### config.mk
export PLATFORM = sky130hd
export DESIGN_NAME = round_key_sequencer
export DESIGN_NICKNAME = d
export VERILOG_FILES = /design/src/rtl/round_key_sequencer.sv
export SDC_FILE = /design/constraint.sdc
export NUM_CORES = 2
export LEC_CHECK = 0
export CORE_AREA = 2 2 349 351
export DETAILED_ROUTE_END_ITERATION = 6
export DIE_AREA = 0 0 351 353
export PLACE_DENSITY = 0.76
export SLEW_MARGIN = 0
export SYNTH_ARGS = -nofsm -noshare
export SYNTH_HDL_FRONTEND = slang
export SYNTH_SLANG_ARGS = --single-unit
### constraint.sdc
create_clock -name clk -period 8.39 [get_ports clk]
set_input_delay 1.678 -clock clk [delete_from_list [all_inputs] [get_ports clk]]
set_output_delay 1.678 -clock clk [all_outputs]
set_load 0.05 [all_outputs]
### src/rtl/round_key_sequencer.sv
// round_key_sequencer: key bank streamed forward/reverse over valid/ready, one key per beat.
// Define RKS_PARITY_EN to store per-byte even parity and raise a sticky par_err_o on bad loads.
module round_key_sequencer #(
    parameter int DATA_W   = 128,
    parameter int NUM_KEYS = 11,
    parameter int IDX_W    = 4
) (
    input  logic              clk,
    input  logic              rst_n,
    input  logic              wr_en_i,
    input  logic [IDX_W-1:0]  wr_idx_i,
    input  logic [DATA_W-1:0] wr_data_i,
    input  logic              start_i,
    input  logic              dir_i,
    input  logic              key_ready_i,
    output logic              key_valid_o,
    output logic [DATA_W-1:0] key_out_o,
    output logic [IDX_W-1:0]  key_idx_o,
    output logic              key_last_o,
    output logic              busy_o,
    output logic              done_o,
    output logic              par_err_o
);
    localparam logic [IDX_W-1:0] TOP = IDX_W'(NUM_KEYS - 1);

    typedef enum logic {IDLE, RUN} state_t;

    state_t            state_q;
    logic [DATA_W-1:0] bank_q [NUM_KEYS];
    logic [DATA_W-1:0] key_q;
    logic [IDX_W-1:0]  idx_q, ld_idx_d;
    logic              valid_q, last_q, done_q, dir_q;
    logic              ld_en_d, ld_dir_d, ld_last_d, wr_ok;

    // A load happens on an accepted start or on a non-final beat; it snapshots the bank entry.
    always_comb begin
        ld_en_d   = (state_q == IDLE) ? start_i : (valid_q & key_ready_i & ~last_q);
        ld_dir_d  = (state_q == IDLE) ? dir_i : dir_q;
        ld_idx_d  = (state_q == IDLE) ? (dir_i ? TOP : '0) : (dir_q ? idx_q - 1'b1 : idx_q + 1'b1);
        ld_last_d = ld_idx_d == (ld_dir_d ? '0 : TOP);
    end

    assign wr_ok = wr_en_i && (32'(wr_idx_i) < NUM_KEYS);

    always_ff @(posedge clk or negedge rst_n) begin
        if (!rst_n) begin
            for (int i = 0; i < NUM_KEYS; i++) bank_q[i] <= '0;
        end else if (wr_ok) begin
            bank_q[wr_idx_i] <= wr_data_i;
        end
    end

    always_ff @(posedge clk or negedge rst_n) begin
        if (!rst_n) begin
            state_q <= IDLE;
            key_q   <= '0;
            idx_q   <= '0;
            valid_q <= 1'b0;
            last_q  <= 1'b0;
            done_q  <= 1'b0;
            dir_q   <= 1'b0;
        end else begin
            done_q <= 1'b0;
            if (ld_en_d) begin
                idx_q  <= ld_idx_d;
                key_q  <= bank_q[ld_idx_d];
                last_q <= ld_last_d;
            end
            if (state_q == IDLE) begin
                if (start_i) begin
                    state_q <= RUN;
                    dir_q   <= dir_i;
                    valid_q <= 1'b1;
                end
            end else if (key_ready_i && last_q) begin
                state_q <= IDLE;
                valid_q <= 1'b0;
                last_q  <= 1'b0;
                done_q  <= 1'b1;
            end
        end
    end

    assign key_valid_o = valid_q;
    assign key_out_o   = key_q;
    assign key_idx_o   = idx_q;
    assign key_last_o  = last_q;
    assign busy_o      = state_q == RUN;
    assign done_o      = done_q;

`ifdef RKS_PARITY_EN
    localparam int NB = DATA_W / 8;

    logic [NB-1:0] par_q [NUM_KEYS];
    logic          err_q;

    function automatic logic [NB-1:0] par_of(input logic [DATA_W-1:0] d);
        for (int b = 0; b < NB; b++) par_of[b] = ^d[8*b +: 8];
    endfunction

    always_ff @(posedge clk or negedge rst_n) begin
        if (!rst_n) begin
            for (int i = 0; i < NUM_KEYS; i++) par_q[i] <= '0;
            err_q <= 1'b0;
        end else begin
            if (wr_ok) par_q[wr_idx_i] <= par_of(wr_data_i);
            if (ld_en_d && par_of(bank_q[ld_idx_d]) != par_q[ld_idx_d]) err_q <= 1'b1;
        end
    end

    assign par_err_o = err_q;
`else
    assign par_err_o = 1'b0;
`endif
endmodule
==> flow_summary.html <==
<table>
<tr><th>Metric</th><th>Value</th></tr>
<tr><th colspan="2">Logic synthesis</th></tr>
<tr><td>Number of register bits inferred by synthesis</td><td>1545</td></tr>
<tr><td>Synthesized Nets</td><td>roughly 6000</td></tr>
<tr><td>Synth Area per Inst</td><td>roughly 12 um^2</td></tr>
<tr><td>Dominant cells by area after synthesis</td><td>dfrtp_1 54%, mux2_2 22%, nand2_1 3.4%, a221oi_1 3.1%, a311oi_1 3.1%</td></tr>
<tr><td>Proportion of register bits with asynchronous set or reset after synthesis</td><td>1.000</td></tr>
<tr><td>Post-synthesis cell count</td><td>a little under 6000</td></tr>
<tr><td>Count of flip-flops with a built-in enable after synthesis</td><td>0</td></tr>
<tr><td>Primary FF master, synth</td><td>dfrtp_1</td></tr>
<tr><td>Syn Std Cell Area</td><td>a little over 70000 um^2</td></tr>
<tr><td>Total number of yosys warnings</td><td>0</td></tr>
<tr><td>Proportion of synthesized chip area in sequential cells</td><td>0.5403</td></tr>
<tr><td>Share of the synthesized area in the top cell type</td><td>0.5403</td></tr>
<tr><td>Cell type contributing the most total cell area after synthesis</td><td>dfrtp_1</td></tr>
<tr><td>Post-synthesis cell type count</td><td>39</td></tr>
<tr><th colspan="2">Global routing</th></tr>
<tr><td>Antenna violations before repair</td><td>11</td></tr>
<tr><td>Global routing met3 resource utilization</td><td>0.06458</td></tr>
<tr><td>Overflow left after global routing</td><td>0</td></tr>
<tr><td>Met2 usage in global routing</td><td>0.5032</td></tr>
<tr><td>Number of global-route vias before repair</td><td>between 50000 and 60000</td></tr>
<tr><td>GR Util met1</td><td>0.4513</td></tr>
<tr><td>Largest net degree at the start of global routing</td><td>207</td></tr>
<tr><td>Wire length of the first global-routing pass</td><td>310.4 mm</td></tr>
<tr><td>GR Util All Layers</td><td>0.3211</td></tr>
<tr><td>Busiest layer in global routing</td><td>met2</td></tr>
<tr><th colspan="2">Floorplanning</th></tr>
<tr><td>Chip width</td><td>roughly 350 um</td></tr>
<tr><td>Count of boundary I/O pins</td><td>roughly 280</td></tr>
<tr><td>Starting Density</td><td>0.5934</td></tr>
<tr><td>Core footprint</td><td>approximately 120000 um^2</td></tr>
<tr><td>DIE AREA</td><td>roughly 120000 um^2</td></tr>
<tr><td>Die height</td><td>roughly 350 um</td></tr>
<tr><td>Rows</td><td>between 100 and 150</td></tr>
<tr><th colspan="2">Placed design</th></tr>
<tr><td>Cell count after placement</td><td>a little over 7000</td></tr>
<tr><td>Port-buffer cells</td><td>about 270</td></tr>
<tr><td>HPWL after detailed placement</td><td>slightly below 100 mm</td></tr>
<tr><td>Cell area after placement</td><td>around 74000 um^2</td></tr>
<tr><td>Gpl congestion</td><td>roughly 0.8</td></tr>
<tr><th colspan="2">Drt</th></tr>
<tr><td>Vias per std cell</td><td>between 6 and 7</td></tr>
<tr><td>DRC violation total after the first TritonRoute iteration</td><td>between 4000 and 5000</td></tr>
<tr><td>Remaining routing DRC violations</td><td>0</td></tr>
<tr><td>Remaining antenna violation count after routing</td><td>0</td></tr>
<tr><td>Routed wire length</td><td>between 150 and 200 mm</td></tr>
<tr><td>Number of detailed-routing iterations run before antenna repair</td><td>5</td></tr>
<tr><td>Detailed-route via count</td><td>50160</td></tr>
<tr><td>WL per Instance</td><td>26.57 um</td></tr>
<tr><th colspan="2">Cells and area</th></tr>
<tr><td>Fill cell total of the finished layout</td><td>8737</td></tr>
<tr><td>Ratio of cells with drive above 1 in the final layout</td><td>0.3023</td></tr>
<tr><td>Sequential cell area</td><td>38670 um^2</td></tr>
<tr><td>Area used by multi-input combinational logic</td><td>29880 um^2</td></tr>
<tr><td>Count of placed standard cells in the final layout, fillers left out</td><td>~7500</td></tr>
<tr><td>Final non-filler cell area</td><td>~80000 um^2</td></tr>
<tr><td>Relative area change from synthesis to final layout</td><td>11.27%</td></tr>
<tr><td>Fin nets</td><td>between 5000 and 6000</td></tr>
<tr><th colspan="2">Clocking</th></tr>
<tr><td>Buffer levels on the longest clock path</td><td>3</td></tr>
<tr><td>Cts bufs inserted</td><td>~160</td></tr>
<tr><td>Library cell used as clock root buffer</td><td>clkbuf_16</td></tr>
<tr><td>Clock slew seen by the registers of the worst setup and hold paths</td><td>around 0.06 ns</td></tr>
<tr><td>CTS H-Tree Depth</td><td>4</td></tr>
<tr><td>Count of cells resized by post-cts repair</td><td>0</td></tr>
<tr><td>TritonCTS clock tree</td><td>done</td></tr>
<tr><td>Post-CTS setup repair buffer count</td><td>0</td></tr>
<tr><td>Source-to-sink clock delay at the later pin of the worst-skew pair</td><td>between 0.7 and 0.8 ns</td></tr>
<tr><td>Total number of clock tree sinks</td><td>1545</td></tr>
<tr><td>Hold bufs inserted after CTS</td><td>0</td></tr>
<tr><th colspan="2">Hold path</th></tr>
<tr><td>Type of the tightest min-delay check</td><td>reg2reg</td></tr>
<tr><th colspan="2">STA</th></tr>
<tr><td>Minimum clock period after layout</td><td>roughly 5.3 ns</td></tr>
<tr><td>RSZ-0062 raised after global routing</td><td>no</td></tr>
<tr><td>Accumulated negative setup slack</td><td>0 ns</td></tr>
<tr><td>Transition time of the tightest slew-check pin</td><td>1.301 ns</td></tr>
<tr><td>Final setup violation count</td><td>0</td></tr>
<tr><td>Max-Slew Margin vs Limit</td><td>0.1327</td></tr>
<tr><td>Final hold violation count</td><td>0</td></tr>
<tr><td>F_max</td><td>0.1902 GHz</td></tr>
<tr><td>Share of the clock period used by the worst path</td><td>0.6267</td></tr>
<tr><td>Final setup skew</td><td>0.02655 ns</td></tr>
<tr><td>Total count of max-transition violations in the final report</td><td>0</td></tr>
<tr><th colspan="2">Worst setup path</th></tr>
<tr><td>Setup crit start kind</td><td>flop</td></tr>
<tr><td>Crit Path Class</td><td>reg2reg</td></tr>
<tr><td>Count of buffering cells on the critical path with inverters included</td><td>2</td></tr>
<tr><td>Slowest cell on the critical path</td><td>fa_4</td></tr>
<tr><td>Delay of the slowest cell on the worst path</td><td>about 1.3 ns</td></tr>
<tr><td>Arrival time at the worst endpoint</td><td>a little under 6 ns</td></tr>
<tr><td>CP delay by family, top</td><td>simple AND/OR/NAND/NOR gates</td></tr>
<tr><td>Cell breakdown of the critical path</td><td>inv_1, fa_4, nand2b_4, and2_4, buf_12, a311oi_1, o211ai_1, nand3_1</td></tr>
<tr><td>Worst setup EP type</td><td>flop</td></tr>
<tr><td>Required @ worst endpoint</td><td>about 9 ns</td></tr>
<tr><td>Critical path peak fanout</td><td>roughly 100</td></tr>
<tr><th colspan="2">Pwr</th></tr>
<tr><td>Peak ir drop on the vdd network</td><td>0.6926 mV</td></tr>
<tr><td>Power density of the placed cells</td><td>between 400 and 500 nW/um^2</td></tr>
<tr><td>Leakage power figure</td><td>about 0.035 uW</td></tr>
<tr><th colspan="2">Flow run</th></tr>
<tr><td>Number of violations of the max-capacitance limit</td><td>0</td></tr>
<tr><th colspan="2">Run status</th></tr>
<tr><td>Outcome</td><td>finished, final reports clean</td></tr>
</table>
layer usage:
layer  share of wire  up-vias
met4           0.027        6
met1            0.42    26430
met2            0.47     2134
met5         0.00020        -
met3           0.083      366
li1                -    21220
layout make-up:
class                   count  area share
multi-input cells        3654      0.3753
repair buffers            341     0.04503
inverters                   3   0.0001414
well taps                1625     0.02553
clock inverters            50    0.006348
clock buffers             245     0.06180
flip-flops and latches   1545      0.4856
diodes                      8   0.0002514
cells in the final DEF, fill, tap and decap left out, types with 132 or more instances in the layout:
master	synthesis	routed
clkdlybuf4s50_1	0	272
nor2_1	267	262
a21oi_1	132	132
clkbuf_16	0	166
dfrtp_1	1545	1543
a221oi_1	256	256
nand2_1	646	644
and3b_1	256	256
a311oi_1	256	256
mux2_2	1408	1408
worst paths after layout:
path                         startpoint  slack (ns)  cells past startpoint       endpoint
max                        key_idx_o[0]        3.13                      8  key_out_o[80]
min                         bank_q[990]        0.50                      1    bank_q[990]
max reg2reg                key_idx_o[0]        3.13                      8  key_out_o[80]
min reg2reg                 bank_q[990]        0.50                      1    bank_q[990]
max in group asynchronous         rst_n        5.50                      3   bank_q[1217]
min in group asynchronous         rst_n        0.84                      1    bank_q[393]
cell usage after synthesis (6+ instances only):
| library cell | number |
|---|---|
| nand3b_1 | 6 |
| a221oi_1 | 256 |
| nand3_1 | 132 |
| buf_6 | 10 |
| and3b_1 | 256 |
| clkbuf_1 | 252 |
| nor2_1 | 267 |
| mux2_2 | 1408 |
| o2111ai_1 | 128 |
| clkbuf_2 | 6 |
| buf_4 | 15 |
| o211ai_1 | 129 |
| a21oi_1 | 132 |
| buf_2 | 387 |
| a311oi_1 | 256 |
| nand2_1 | 646 |
| dfrtp_1 | 1545 |
kinds of logic after synthesis:
logic type,Yosys count,share of synthesized area
flops,1545,0.5403
fa+ha+maj,3,0.0006294
other cells,1,0.00005240
xor+xnor,2,0.0002448
buf+inv,673,0.04401
mux,1408,0.2216
simple gates,1332,0.09150
compound gates,908,0.1017
worst register-to-register path, delay by kind of cell, from the launching register on:
family | cells | cell delay, ns
DFF | 1 | 0.84
AOI/OAI and AO/OA | 2 | 0.50
and+or+nand+nor | 3 | 1.67
buffers and inverters | 2 | 0.79
adders and majority gates | 1 | 1.33
registers in the layout, summed over array words and instances, names as in the netlist:
register and count:
bank_q 1408, done_o 1, key_valid_o 1, key_idx_o 4, key_last_o 1, dir_q 1, key_out_o 128, busy_o 1
where the power goes:
part           total [uW]  switching [uW]  leakage (uW)  internal [uW]
combinational       16000           10700        0.0129           5290
sequential          10400            1110        0.0190           9300
clock                7250            3010       0.00269           4240
total               33700           14800        0.0346          18800
stage by stage:
stage / worst slack (ns) / hold slack, ns / total power, uW / util
detailed placement: 3.219 / 0.4853 / 26280 / 0.6151
CTS: 3.205 / 0.5016 / 33520 / 0.6601
finish: 3.132 / 0.4982 / 33680 / 0.6603
global route: 2.975 / 0.5064 / 35300 / 0.6602
global placement: 3.303 / 0.4772 / 25890 / 0.6151
floorplan: 5.213 / 0.4734 / 21260 / -
No activity file was read; power rests on OpenSTA's default activity.
